[src/rtl/wb_stage.sv]
// Writeback stage: M/W register, load extension, GRF write port, forwarding and instret; optional WB_TRACE_EN write trace.
// Latency: M inputs captured at a posedge drive outputs right after it; stall holds W, flush (priority) loads a bubble.
module wb_stage #(
  parameter logic [31:0] RESET_PC = 32'h0000_3000
) (
  input  logic        clk,
  input  logic        reset,
  input  logic        stall,
  input  logic        flush,
  input  logic        m_valid,
  input  logic [31:0] m_pc,
  input  logic [31:0] m_instr,
  input  logic        m_we,
  input  logic [4:0]  m_a3,
  input  logic [1:0]  m_wdsel,
  input  logic [2:0]  m_ldtype,
  input  logic [1:0]  m_addr_lo,
  input  logic [31:0] m_alu,
  input  logic [31:0] m_rdata,
  input  logic [31:0] m_mdu,
  output logic        grf_we,
  output logic [4:0]  grf_a3,
  output logic [31:0] grf_wd,
  output logic [31:0] grf_wpc,
  output logic [31:0] w_instr,
  output logic        fwd_valid,
  output logic [4:0]  fwd_a3,
  output logic [31:0] fwd_wd,
  output logic [31:0] instret
);

  typedef struct packed {
    logic        valid;
    logic [31:0] pc;
    logic [31:0] instr;
    logic        we;
    logic [4:0]  a3;
    logic [1:0]  wdsel;
    logic [2:0]  ldtype;
    logic [1:0]  addr_lo;
    logic [31:0] alu;
    logic [31:0] rdata;
    logic [31:0] mdu;
  } wreg_t;

  wreg_t       r_w;
  logic [31:0] r_instret;
  logic [7:0]  w_byte;
  logic [15:0] w_half;
  logic [31:0] w_ld;
  logic [31:0] w_wd;
  logic        w_we;

  always_ff @(posedge clk or negedge reset) begin
    if (!reset) begin
      r_w       <= '0;
      r_instret <= '0;
    end else if (flush) begin
      r_w <= '0;
    end else if (!stall) begin
      r_w.valid   <= m_valid;
      r_w.pc      <= m_pc;
      r_w.instr   <= m_instr;
      r_w.we      <= m_we;
      r_w.a3      <= m_a3;
      r_w.wdsel   <= m_wdsel;
      r_w.ldtype  <= m_ldtype;
      r_w.addr_lo <= m_addr_lo;
      r_w.alu     <= m_alu;
      r_w.rdata   <= m_rdata;
      r_w.mdu     <= m_mdu;
      if (m_valid) r_instret <= r_instret + 32'd1;
    end
  end

  // Halfword select ignores addr_lo[0]; unaligned halfwords are not trapped here.
  always_comb begin
    w_byte = r_w.rdata[8*r_w.addr_lo +: 8];
    w_half = r_w.addr_lo[1] ? r_w.rdata[31:16] : r_w.rdata[15:0];
    case (r_w.ldtype)
      3'd1:    w_ld = {{24{w_byte[7]}}, w_byte};
      3'd2:    w_ld = {24'd0, w_byte};
      3'd3:    w_ld = {{16{w_half[15]}}, w_half};
      3'd4:    w_ld = {16'd0, w_half};
      default: w_ld = r_w.rdata;
    endcase
  end

  always_comb begin
    case (r_w.wdsel)
      2'd0:    w_wd = r_w.alu;
      2'd1:    w_wd = w_ld;
      2'd2:    w_wd = r_w.pc + 32'd8;
      default: w_wd = r_w.mdu;
    endcase
  end

  assign w_we      = r_w.valid & r_w.we & (r_w.a3 != 5'd0);
  assign grf_we    = w_we;
  assign grf_a3    = r_w.a3;
  assign grf_wd    = w_wd;
  assign grf_wpc   = r_w.valid ? r_w.pc : RESET_PC;
  assign w_instr   = r_w.instr;
  assign fwd_valid = w_we;
  assign fwd_a3    = r_w.a3;
  assign fwd_wd    = w_wd;
  assign instret   = r_instret;

`ifdef WB_TRACE_EN
  always @(posedge clk) begin
    if (reset && grf_we) $display("%d@%h: $%d <= %h", $time, grf_wpc, grf_a3, grf_wd);
  end
`else
`endif

endmodule

[config.mk]
export PLATFORM = sky130hd
export DESIGN_NAME = wb_stage
export DESIGN_NICKNAME = d
export VERILOG_FILES = /design/src/rtl/wb_stage.sv
export SDC_FILE = /design/constraint.sdc
export NUM_CORES = 1
export LEC_CHECK = 0
export BUFFER_PORTS_ARGS = -buffer_cell sky130_fd_sc_hd__buf_2
export CORE_ASPECT_RATIO = 1.1
export CORE_UTILIZATION = 25
export CTS_BUF_LIST = sky130_fd_sc_hd__clkbuf_8
export CTS_CLUSTER_SIZE = 25
export DETAILED_ROUTE_END_ITERATION = 16
export GPL_TIMING_DRIVEN = 0
export PLACE_DENSITY_LB_ADDON = 0.12
export SLEW_MARGIN = 40
export SYNTH_ARGS = -nofsm -noshare
export SYNTH_HDL_FRONTEND = slang
export SYNTH_SLANG_ARGS = --single-unit
[constraint.sdc]
create_clock -name clk -period 1.9 [get_ports clk]
set_input_delay 0.095 -clock clk [delete_from_list [all_inputs] [get_ports clk]]
set_output_delay 0.095 -clock clk [all_outputs]
set_load 0.02 [all_outputs]
==> results of run 1 <==
[where the power goes]
group	internal [uW]	switching (uW)	total [uW]
Sequential	4650	288	4940
Clock	2270	2000	4270
Combinational	1600	1660	3260
Total	8510	3950	12500
[timing repair]
action / 4_1_cts / 5_1_grt
cloned: 1 / 0
hold endpoints to repair: 383 / 0
hold buffers: 178 / 0
resized for setup: 214 / 86
endpoints found under the setup margin: 98 / 87
pin swaps: 37 / 31
buffers inserted: 44 / 25
[registers in the layout, indices dropped and copies added (netlist names)]
register	flops
r_w	137
w_instr	32
instret	32
fwd_a3	5
[worst max path at each step]
stage / cells past startpoint / slack, ns / endpoint / start
floorplan: 7 / -0.34 / grf_wd[21] / r_w[149]
global placement: 1 / -3.70 / r_w[147] / reset
detailed placement: 8 / -0.87 / grf_wd[17] / r_w[102]
CTS: 8 / -1.04 / grf_wd[31] / r_w[144]
global route: 9 / -1.08 / grf_wd[30] / r_w[144]
finish: 9 / -0.97 / grf_wd[30] / r_w[144]
[routing by layer]
metal / global-route usage / part of all wire
met4: 0.0643 / 0.024
met1: 0.252 / 0.42
met2: 0.352 / 0.50
met5: 0 / 0
met3: 0.0409 / 0.055
[critical path, delay by kind of cell, from the launching register on]
family	cells	cell delay (ns)
buffers and inverters	4	0.60
DFF	1	0.46
and+or+nand+nor	3	0.67
xor gates and xnor gates	1	0.27
AOI/OAI and AO/OA	1	0.18
[final cells by class]
type	instances	area share
antenna	2	0.000275
tap	581	0.0400
sequential	206	0.285
inverter	12	0.00248
clock inverter	18	0.00440
clock buffer	48	0.0363
multi-input combinational	742	0.328
timing repair buffer	594	0.250
buffer	140	0.0532
[per-stage QoR]
step | util | power, uW | setup WS (ns) | instance area (um2) | instances
global route | 0.410 | 13100 | -1.08 | 18200 | 2342
CTS | 0.398 | 12500 | -1.04 | 17700 | 2318
floorplan | - | 6390 | -0.335 | 11500 | 1107
detailed placement | 0.317 | 7440 | -0.874 | 14100 | 2038
global placement | 0.314 | 7400 | -3.70 | 14000 | 2035
finish | 0.410 | 12500 | -0.969 | 18200 | 2343
[cell usage in the layout (no fill, tap or decap), drive strengths merged, types with 3 or more instances in the layout]
cell type / Yosys / final
nand2b: 8 / 8
nand4: 19 / 19
xnor2: 35 / 35
a31oi: 5 / 5
nor2: 198 / 198
o221ai: 15 / 15
or3: 3 / 3
nand3b: 5 / 5
clkinv: 0 / 4
nor2b: 4 / 4
a21oi: 15 / 15
a221o: 6 / 6
a211oi: 6 / 6
o22ai: 3 / 3
and3: 9 / 9
nor3: 11 / 11
dlygate4sd3: 0 / 177
and2: 34 / 34
nand3: 24 / 24
o31ai: 3 / 3
inv: 12 / 24
mux2: 8 / 8
mux2i: 183 / 183
o21ai: 22 / 22
o211ai: 14 / 14
xor2: 22 / 22
clkbuf: 37 / 82
dfrtp: 206 / 206
a22oi: 21 / 21
and4: 6 / 6
nand2: 36 / 36
nor3b: 5 / 5
nor4: 3 / 3
buf: 106 / 522
[cell families (layout without fill, tap and decap cells)]
group                    Yosys count  count (layout)  share of synthesized area
flip-flops                       206             206                      0.460
AO/OA/AOI/OAI                    121             121                     0.0776
adder cells (fa/ha/maj)            2               2                    0.00223
XOR/XNOR                          57              57                     0.0445
buffers and inverters            159             812                     0.0823
AND/OR/NAND/NOR                  371             371                      0.162
multiplexers                     191             191                      0.171
other                              0               2                          0
==> impl_metrics.ini, run 1 <==
[outcome]
outcome = finished, violations left
violations = negative setup slack

[drt]
drc = 0
num_vias = 10600
drt_iter0_drc = 468
vias_per_cell = 4.51
drtAntennaViolNets = 0
totalWireLength_um = 46700
first_pass_iters = 5
wire_per_inst_um = 19.9

[logic_synthesis]
synth_area_leader_cell = dfrtp_1
synthArstFlopShare = 1.00
yosysWarnings = 0
yosysUniqueCellTypes = 63
synth_area_um2 = 11200
yosysMostFrequentCell = dfrtp_1
yosysSeqAreaShare = 0.460
synth_fp_nets = 1287
synth_ff_type = dfrtp_1
netlist_top_cells_area = dfrtp_1, mux2i_1, nor2_1, buf_4, xnor2_1
syn_area_per_cell_um2 = 10.1
synthTopCellsByCount = dfrtp_1, nor2_1, mux2i_1
netlist.area_leader.share = 0.460
synth_edf_count = 0
syn_inst = 1107
synth-seq-cells = 206

[cts]
numCtsBuffers = 40
h-tree-depth = 2
clk_latency_ns = 0.59
tritoncts = yes
cts_root_buf = clkbuf_8
clock_sinks = 206
cts.reportedPaths.clkPinSlew_ns = 0.06
clk_path_buf_depth = 3

[critical_path]
worstReg2RegStart = instret[4]
reg2reg_depth = 5
crit_required_ns = 1.80
critical_path.max_fanout = 8
r2r_slack_ns = 0.19
worstReg2RegEnd = instret[21]
critical_path.max_stage_delay_ns = 0.46
arrival_ns = 2.77
start_kind = register
end_kind = output port
crit_slowest_cell = dfrtp_2
crit_chain = buf_6 > nand4_1 > nor4_4 > buf_6 > nand4_1 > xor2_2 > o221ai_2 > buf_4 > buf_6
cpMostUsedCell = buf_6
criticalPathCategory = reg2out

[pwr]
p_leak_uw = 0.00891
power_per_cell_area_nw_per_um2 = 685
vdd_drop_max_mv = 0.467

[cells_and_area]
nNetsFinal = 1916
fillers = 4466
area_delta_synth_final_pct = 62.3
multi_input_area_um2 = 5970
drive_gt1_frac = 0.409
seq_area_um2 = 5180

[global_route]
grt_pass1_wl_um = 69300
grt_pass1_vias = 11100
grt_use_total = 0.203
grt_max_degree = 68
grt-ovfl-total = 0
antenna_found_initial = 2

[die]
die_h_um = 224
dieArea_um2 = 45700
die_w_um = 204
rows = 81
io_pins = 350
core_um2 = 44400
start_util = 0.253

[placement]
gp_congestion = 0.930
post-dp-hpwl_um = 34300
io_buffers = 347

[timing]
hold_violations = 0
fin_ws_ns = -0.969
setup_viol = 66
slew_headroom = 0.438
setup_tns_ns = -52.33
post-route-min-period_ns = 2.87
worst_clock_skew_ns = 0.00904
whs_ns = 0.102
rsz0062_at_grt = yes
fmax_mhz = 349
fin_crit_sh = 1.51
report.final.slew_viol_count = 0
tightest_slew_ns = 0.843

[min_path]
holdCritPathClass = in2async

[flow_run]
maxCapViolations = 0
(Power assumes the default switching activity.)
==> inputs of run 2 (changes only) <==
--- a/config.mk
+++ b/config.mk
@@ -13,6 +13,7 @@
 export DETAILED_ROUTE_END_ITERATION = 16
 export GPL_TIMING_DRIVEN = 0
 export PLACE_DENSITY_LB_ADDON = 0.12
+export RECOVER_POWER = 100
 export SLEW_MARGIN = 40
 export SYNTH_ARGS = -nofsm -noshare
 export SYNTH_HDL_FRONTEND = slang
==> impl_metrics.ini, run 2 (same netlist as run 1, synthesis figures left out) <==
[outcome]
outcome = finished, violations left
violations = max-capacitance violations, max-slew violations, negative setup slack

[timing]
fmax_mhz = 349
fin_ws_ns = -0.966
report.final.slew_viol_count = 60
setup_tns_ns = -52.40
slew_headroom = -0.0789
setup_viol = 67
post-route-min-period_ns = 2.87
tightest_slew_ns = 1.62
worst_clock_skew_ns = 0.0110
rsz0062_at_grt = yes
hold_violations = 0
fin_crit_sh = 1.51

[min_path]
holdCritPathClass = in2reg

[cts]
numCtsBuffers = 40
clk_path_buf_depth = 3
cts.reportedPaths.clkPinSlew_ns = 0.05
cts_root_buf = clkbuf_8
clock_sinks = 206
h-tree-depth = 2
tritoncts = yes
clk_latency_ns = 0.59

[drt]
drtAntennaViolNets = 0
first_pass_iters = 5
wire_per_inst_um = 19.9
num_vias = 10600
drc = 0
totalWireLength_um = 46700
vias_per_cell = 4.52
drt_iter0_drc = 475

[die]
core_um2 = 44400
io_pins = 350
die_w_um = 204
die_h_um = 224
rows = 81
dieArea_um2 = 45700
start_util = 0.253

[pwr]
p_leak_uw = 0.00852
power_per_cell_area_nw_per_um2 = 689
power_uw = 12400
vdd_drop_max_mv = 0.476

[global_route]
grt_pass1_vias = 11100
grt_use_total = 0.203
antenna_found_initial = 2
grt_max_degree = 68
grt_pass1_wl_um = 69300
grt-ovfl-total = 0

[cells_and_area]
nNetsFinal = 1916
layout_commonest_cell = nor2_1
final_cell_mix = nor2_1, buf_2, dfrtp_1
multi_input_area_um2 = 5940
largest_reg_flops = 137
area_delta_synth_final_pct = 60.5
largest-register = r_w
drive_gt1_frac = 0.363
seq_area_um2 = 5180
fin_area_um2 = 18000
fillers = 4506

[critical_path]
end_kind = output port
crit_required_ns = 1.80
arrival_ns = 2.77
start_kind = register
critical_path.max_fanout = 8
criticalPathCategory = reg2out

[flow_run]
maxCapViolations = 1

[placement]
io_buffers = 347
placed_area_um2 = 14100
post-dp-hpwl_um = 34300
dp_slack_ns = -0.874
gp_congestion = 0.930
-- run 2: changes by cell type in the layout (fill, tap and decap cells not counted), moves of 2 or more --
cell / delta
buf_1: -8
buf_16: -3
buf_2: -104
clkbuf_1: +85
clkbuf_2: +29
clkbuf_4: +2
dfrtp_1: +2
dfrtp_2: -2
nor3_1: +2
nor3_4: -2
-- run 2: per-layer routing --
layer  global-route usage  part of all wire  vias to the layer above
li1                     -                 -                     5042
met1                0.252              0.42                     5167
met2                0.352              0.50                      314
met3               0.0409             0.055                       68
met4               0.0643             0.025                        0
met5                    0                 0                        -
-- run 2: what timing repair did --
| action | 4_1_cts | 5_1_grt |
|---|---|---|
| gates resized for setup | 214 | 86 |
| endpoints found under the hold margin | 383 | 0 |
| hold buffers | 178 | 0 |
| pin swaps | 37 | 31 |
| buffers inserted | 44 | 25 |
| cloned | 1 | 0 |
| setup endpoints to repair | 98 | 87 |
-- run 2: area by class of cell --
type / instances / area share
antenna: 2 / 0.000278
buffer: 140 / 0.0538
clock buffer: 48 / 0.0367
clock inverter: 18 / 0.00445
inverter: 12 / 0.00250
multi-input combinational: 742 / 0.330
sequential: 206 / 0.288
tap: 581 / 0.0404
timing repair buffer: 594 / 0.244
-- run 2: final timing paths --
check                         endpoint  cells after the start   startpoint  slack [ns]
setup / recovery            grf_wd[30]                      9     r_w[144]       -0.97
hold / removal              instret[0]                      4        stall        0.15
setup reg to reg           instret[20]                      6   instret[0]       -0.02
hold reg to reg            instret[31]                      1  instret[31]        0.48
max in group asynchronous      r_w[97]                      3        reset        0.05
min in group asynchronous  instret[26]                      3        reset        0.42
-- run 2: critical path, cell delays in order, from the launching register on --
cell      delay [ns]
dfrtp_2         0.45
buf_6           0.12
nand4_1         0.20
nor4_4          0.33
buf_6           0.18
nand4_1         0.14
xor2_2          0.27
o221ai_2        0.18
buf_4           0.18
buf_6           0.12
-- run 2: report_power, final --
group / internal [uW] / switching [uW]
logic: 1550 / 1650
clock network: 2260 / 2000
registers: 4650 / 287
total: 8470 / 3940
-- run 2: stage by stage --
step,hold slack [ns],util,instances
finish,0.148,0.405,2343
global route,0.187,0.405,2342
global placement,0.334,0.314,2035
floorplan,-0.201,-,1107
detailed placement,-0.0566,0.317,2038
CTS,0.0877,0.398,2318
